`config.mk`:
```
export PLATFORM = sky130hd
export DESIGN_NAME = tie_bank
export DESIGN_NICKNAME = d
export VERILOG_FILES = /design/src/rtl/tie_bank_pkg.sv /design/src/rtl/tie_cfg_shifter.sv /design/src/rtl/tie_bank.sv
export SDC_FILE = /design/constraint.sdc
export NUM_CORES = 1
export LEC_CHECK = 0
export ABC_CLOCK_PERIOD_IN_PS = 1700
export CAP_MARGIN = 10
export CORE_UTILIZATION = 49
export DETAILED_ROUTE_END_ITERATION = 12
export PLACE_DENSITY = 0.76
export SLEW_MARGIN = 25
export SYNTH_ARGS = -nofsm -noshare
export SYNTH_HDL_FRONTEND = slang
export SYNTH_HIERARCHICAL = 1
export SYNTH_SLANG_ARGS = --single-unit
```
`constraint.sdc`:
```
create_clock -name ck -period 1.7 [get_ports ck]
set_input_delay 0.17 -clock ck [delete_from_list [all_inputs] [get_ports ck]]
set_output_delay 0.17 -clock ck [all_outputs]
set_load 0.05 [all_outputs]
```
`src/rtl/tie_bank_pkg.sv`:
```
// Shared types and constants for the programmable tie bank.
// TIE_BANK_PARITY_EN adds one trailing even-parity bit to every serial word.
package tie_bank_pkg;

    typedef enum logic [1:0] {
        IDLE   = 2'd0,
        SHIFT  = 2'd1,
        FULL   = 2'd2,
        LOCKED = 2'd3
    } tie_state_e;

`ifdef TIE_BANK_PARITY_EN
    localparam int PAR_BITS = 1;
`else
    localparam int PAR_BITS = 0;
`endif

    function automatic int clog2(input int value);
        int r;
        r = 0;
        for (int i = 0; i < 31; i++) begin
            if ((1 << i) < value) r = i + 1;
        end
        return r;
    endfunction

endpackage

```
`src/rtl/tie_cfg_shifter.sv`:
```
// Serial configuration front end: shadow word, bit counter and (with
// TIE_BANK_PARITY_EN) a separate register for the trailing parity bit.
module tie_cfg_shifter
    import tie_bank_pkg::*;
#(
    parameter int WIDTH = 8,
    parameter int CNT_W = 4
) (
    input  logic             ck,
    input  logic             rst,
    input  logic             i_clear,
    input  logic             i_shift,
    input  logic             i_bit,
    output logic [WIDTH-1:0] o_shadow,
    output logic [CNT_W-1:0] o_cnt,
    output logic             o_full,
    output logic             o_par_ok
);

    localparam int NBITS = WIDTH + PAR_BITS;

    logic [WIDTH-1:0] r_shadow;
    logic [CNT_W-1:0] r_cnt;
    logic [WIDTH-1:0] w_shift_val;
    logic             w_data_bit;

    // New bits enter at the MSB so the first bit received ends up in bit 0.
    assign w_shift_val = (r_shadow >> 1) | (WIDTH'(i_bit) << (WIDTH - 1));
    assign w_data_bit  = (r_cnt < CNT_W'(WIDTH));

    always_ff @(posedge ck) begin
        if (rst || i_clear) begin
            r_shadow <= '0;
            r_cnt    <= '0;
        end else if (i_shift) begin
            if (w_data_bit) r_shadow <= w_shift_val;
            r_cnt <= r_cnt + CNT_W'(1);
        end
    end

`ifdef TIE_BANK_PARITY_EN
    logic r_parity;

    always_ff @(posedge ck) begin
        if (rst || i_clear) begin
            r_parity <= 1'b0;
        end else if (i_shift && !w_data_bit) begin
            r_parity <= i_bit;
        end
    end

    assign o_par_ok = (r_parity == ^r_shadow);
`else
    assign o_par_ok = 1'b1;
`endif

    assign o_shadow = r_shadow;
    assign o_cnt    = r_cnt;
    assign o_full   = (r_cnt == CNT_W'(NBITS));

endmodule

```
`src/rtl/tie_bank.sv`:
```
// Bank of WIDTH registered tie outputs, reprogrammable over a serial port
// until a one-way lock. Optional parity check via TIE_BANK_PARITY_EN.
module tie_bank
    import tie_bank_pkg::*;
#(
    parameter int               WIDTH     = 8,
    parameter logic [WIDTH-1:0] RESET_VAL = '1
) (
    input  logic             ck,
    input  logic             rst,
    input  logic             cfg_valid,
    output logic             cfg_ready,
    input  logic             cfg_data,
    input  logic             commit,
    input  logic             lock,
    output logic [WIDTH-1:0] tie,
    output logic             busy,
    output logic             locked,
    output logic             err,
    output tie_state_e       dbg_state
);

    localparam int NBITS = WIDTH + PAR_BITS;
    localparam int CNT_W = clog2(WIDTH + 2);

    tie_state_e       r_state;
    tie_state_e       w_next_state;
    logic [WIDTH-1:0] r_tie;
    logic             r_err;

    logic             w_clear;
    logic             w_shift;
    logic             w_load;
    logic             w_err_next;
    logic [WIDTH-1:0] w_shadow;
    logic [CNT_W-1:0] w_cnt;
    logic             w_full;
    logic             w_par_ok;

    tie_cfg_shifter #(
        .WIDTH (WIDTH),
        .CNT_W (CNT_W)
    ) u_shifter (
        .ck       (ck),
        .rst      (rst),
        .i_clear  (w_clear),
        .i_shift  (w_shift),
        .i_bit    (cfg_data),
        .o_shadow (w_shadow),
        .o_cnt    (w_cnt),
        .o_full   (w_full),
        .o_par_ok (w_par_ok)
    );

    always_ff @(posedge ck) begin
        if (rst) begin
            r_state <= IDLE;
            r_tie   <= RESET_VAL;
            r_err   <= 1'b0;
        end else begin
            r_state <= w_next_state;
            r_err   <= w_err_next;
            if (w_load) r_tie <= w_shadow;
        end
    end

    // Priority in IDLE/SHIFT: lock, then early commit, then a transfer.
    always_comb begin
        w_next_state = r_state;
        w_clear      = 1'b0;
        w_shift      = 1'b0;
        w_load       = 1'b0;
        w_err_next   = 1'b0;
        case (r_state)
            IDLE, SHIFT: begin
                if (lock) begin
                    w_clear      = 1'b1;
                    w_next_state = LOCKED;
                end else if (commit && (r_state == SHIFT)) begin
                    w_clear      = 1'b1;
                    w_err_next   = 1'b1;
                    w_next_state = IDLE;
                end else if (cfg_valid) begin
                    w_shift      = 1'b1;
                    w_next_state = (w_cnt == CNT_W'(NBITS - 1)) ? FULL : SHIFT;
                end
            end
            FULL: begin
                if (commit) begin
                    w_clear      = 1'b1;
                    w_load       = w_par_ok;
                    w_err_next   = !w_par_ok;
                    w_next_state = lock ? LOCKED : IDLE;
                end else if (lock) begin
                    w_clear      = 1'b1;
                    w_next_state = LOCKED;
                end
            end
            LOCKED: begin
                w_next_state = LOCKED;
            end
            default: begin
                w_next_state = IDLE;
            end
        endcase
    end

    assign tie       = r_tie;
    assign err       = r_err;
    assign busy      = (r_state == SHIFT);
    assign locked    = (r_state == LOCKED);
    assign cfg_ready = ((r_state == IDLE) || (r_state == SHIFT)) && !w_full;
    assign dbg_state = r_state;

endmodule
```
==> results by group <==
Outcome
  – Run status: finished, final reports clean

Synth
  – Area leader, netlist: dfxtp_1
  – Synth top area share: between 40% and 50%
  – Count leader, synth: nand2_1
  – Commonest cells post-synth: 34 x nand2_1, 23 x dfxtp_1, 11 x a21oi_1
  – Post-synth ARST share: 0%
  – Netlist Area Pre-Place: 1030 um2
  – Seq/Total Area, Yosys: 44.5%
  – Yosys cell types: 31
  – Yosys reg bits: 23
  – Net Count, Synth: 130
  – Synthesis Warnings: 6
  – Primary FF master, synth: dfxtp_1
  – Cells after Synth: 122
  – Top cells by area, synth: dfxtp_1 44%, nand2_1 12%, nand3b_1 5.8%
  – Avg Inst Size Synth: 8.48 um2
  – Post-synth EDFFs: 0

STA
  – Min Tclk post-route: about 1600 ps
  – Hold Fails Final Rpt: 0
  – Endpoints failing setup: 0
  – Post-Route Setup TNS: 0 ps
  – Skew final: 3.60 ps
  – Final Max Slew Viols: 0
  – Fin crit share: 96.2%
  – Fmax: 612 MHz
  – Hold_ws: 394 ps
  – Unrepaired setup endpoints after global routing: false

Pwr
  – PD cells: 830 nW/um2
  – VDD IR-drop max: 588 uV
  – Leakage: 0.500 nW

Placement
  – Placed Cells: between 150 and 200
  – Port bufs: 19
  – DP Area: roughly 1200 um2
  – Post-DP HPWL: 1.37 mm
  – Placer Congestion: 0.701

Clock tree
  – CTS tree: yes
  – Clk root buf: clkbuf_4
  – Longest Clk Path Bufs: 2
  – Clock buffer count from CTS: 3
  – Clk_lat worst skew: between 300 and 400 ps
  – Clock slew seen by the registers of the worst setup and hold paths: 120 ps
  – H-tree depth: 1
  – CTS sink count: 23

Layout
  – P&R area growth vs syn: 21.5%
  – Nets: between 100 and 150
  – # diodes: 0
  – Fill count: 177
  – Footprint of the multi-input gates: 512 um2
  – Sequential cell area: 465 um2
  – Fin util: 63.4%
  – Final Instance Area: 1260 um2
  – Layout cells sized above 1: ~14%
  – Final std cells w/o fill: 166

Setup path
  – Arr. time, crit path: between 1000 and 1500 ps
  – Crit. End Element: output port
  – Critical path, cell by cell: clkdlybuf4s50_1
  – WP data required: ~1500 ps
  – Worst path max stage delay: 800 ps
  – Worst Path Max Fanout: 2
  – Max stage delay cell, worst path: clkdlybuf4s50_1
  – WS Path Type: reg -> out
  – Buffers & Inverters on Critical Path: 1
  – Worst Setup Start Kind: flip-flop
  – Delay-heaviest family, CP: buffers and inverters

Routing
  – Vias/cell: roughly 4.9
  – DR DRC count: 0
  – WL per Instance: between 10 and 15 um
  – Routed WL: approximately 1.9 mm
  – DR vias: between 800 and 900
  – Drt first pass iters: 4
  – Antenna Nets Post-Route: 0
  – DRT iter0 DRCs: 14

Die
  – Die Y: 48.0 um
  – Core area: 1980 um2
  – Std-Cell Rows: 16
  – Initial Utilization: 52.2%
  – Top Ports: 20
  – Die footprint: roughly 2300 um2
  – Die span in x: 48.0 um

Min path
  – Worst hold path type: in -> reg

Global route
  – Vias in the first global route: 680
  – GR Util All Layers: 17.8%
  – Total congestion overflow: 0
  – Initial antenna violation count: 0
  – Largest net degree at the start of global routing: 14
  – First-pass GRT wire length: ~2.8 mm

Flow run
  – Maxcap violations: 0
routing by layer:
metal	routed length (um)	vias up	share of wire [%]	track usage, %
met2	927	11	50	31.1
met3	39	4	2.1	3.40
li1	-	436	-	-
met5	0	-	0	0
met1	876	365	47	20.8
met4	24	0	1.3	8.33
cells in the final DEF (no fill, tap or decap), types with 2 or more instances in the layout:
cell type and n:
inv_1 3, nand3b_1 8, a21oi_1 10, mux2i_1 2
nand2_1 34, buf_4 6, xor2_1 2, ha_1 2
clkbuf_4 3, nor2_1 6, dfxtp_2 4, dfxtp_1 19
nand2b_1 4, clkdlybuf4s50_1 13, and4b_1 2
power by group:
part | leakage (nW) | internal, mW | switching (mW) | total [mW]
clock | 0.0177 | 0.0881 | 0.165 | 0.254
sequential | 0.188 | 0.555 | 0.0196 | 0.575
combinational | 0.295 | 0.0842 | 0.131 | 0.215
total | 0.500 | 0.728 | 0.316 | 1.04
registers in the layout, indices dropped and copies added, names as in the netlist:
name                cells
dbg_state               2
tie                     8
u_shifter/o_cnt         4
err                     1
u_shifter/o_shadow      8
cell families after synthesis:
logic type | after synthesis | share of synthesized area (%)
other | 1 | 0.362
buffers and inverters | 11 | 6.89
AOI/OAI and AO/OA | 15 | 9.07
muxes | 2 | 1.93
xor gates and xnor gates | 3 | 2.54
DFF | 23 | 44.5
and+or+nand+nor | 65 | 32.3
adders and majority gates | 2 | 2.42
what timing repair did:
action | CTS | global route
hold buffers | 0 | 0
setup endpoints to repair | 1 | 2
pin swaps | 0 | 0
buffers inserted | 0 | 0
resized for setup | 1 | 3
path summary, 6_finish.rpt:
check	to	slack (ps)	start	cells past startpoint
max	tie[6]	60	tie[6]	1
min	u_shifter/o_shadow[7]	390	cfg_data	3
max reg2reg	u_shifter/o_cnt[3]	330	dbg_state[1]	7
min reg2reg	tie[3]	470	tie[3]	2
per-stage QoR:
stage | power (mW) | worst slack, ps
after floorplan | 0.739 | 63.7
after global placement | 0.797 | 92.4
after detailed placement | 0.801 | 52.6
after CTS | 1.06 | 7.43
after global routing | 1.09 | 1.07
final | 1.04 | 64.8
cell type report:
type | count | share of cell area (%)
well taps | 27 | 2.69
clock buffers | 3 | 1.79
repair buffers | 21 | 16.5
multi-input cells | 88 | 40.7
clock inverters | 1 | 0.398
flip-flops and latches | 23 | 37.0
inverters | 3 | 0.896
tightest hold or removal path, cell delays in order:
cell and delay (ps):
clkdlybuf4s50_1 400, nand2_1 60, a21oi_1 50
No activity file was read; power rests on OpenSTA's default activity.
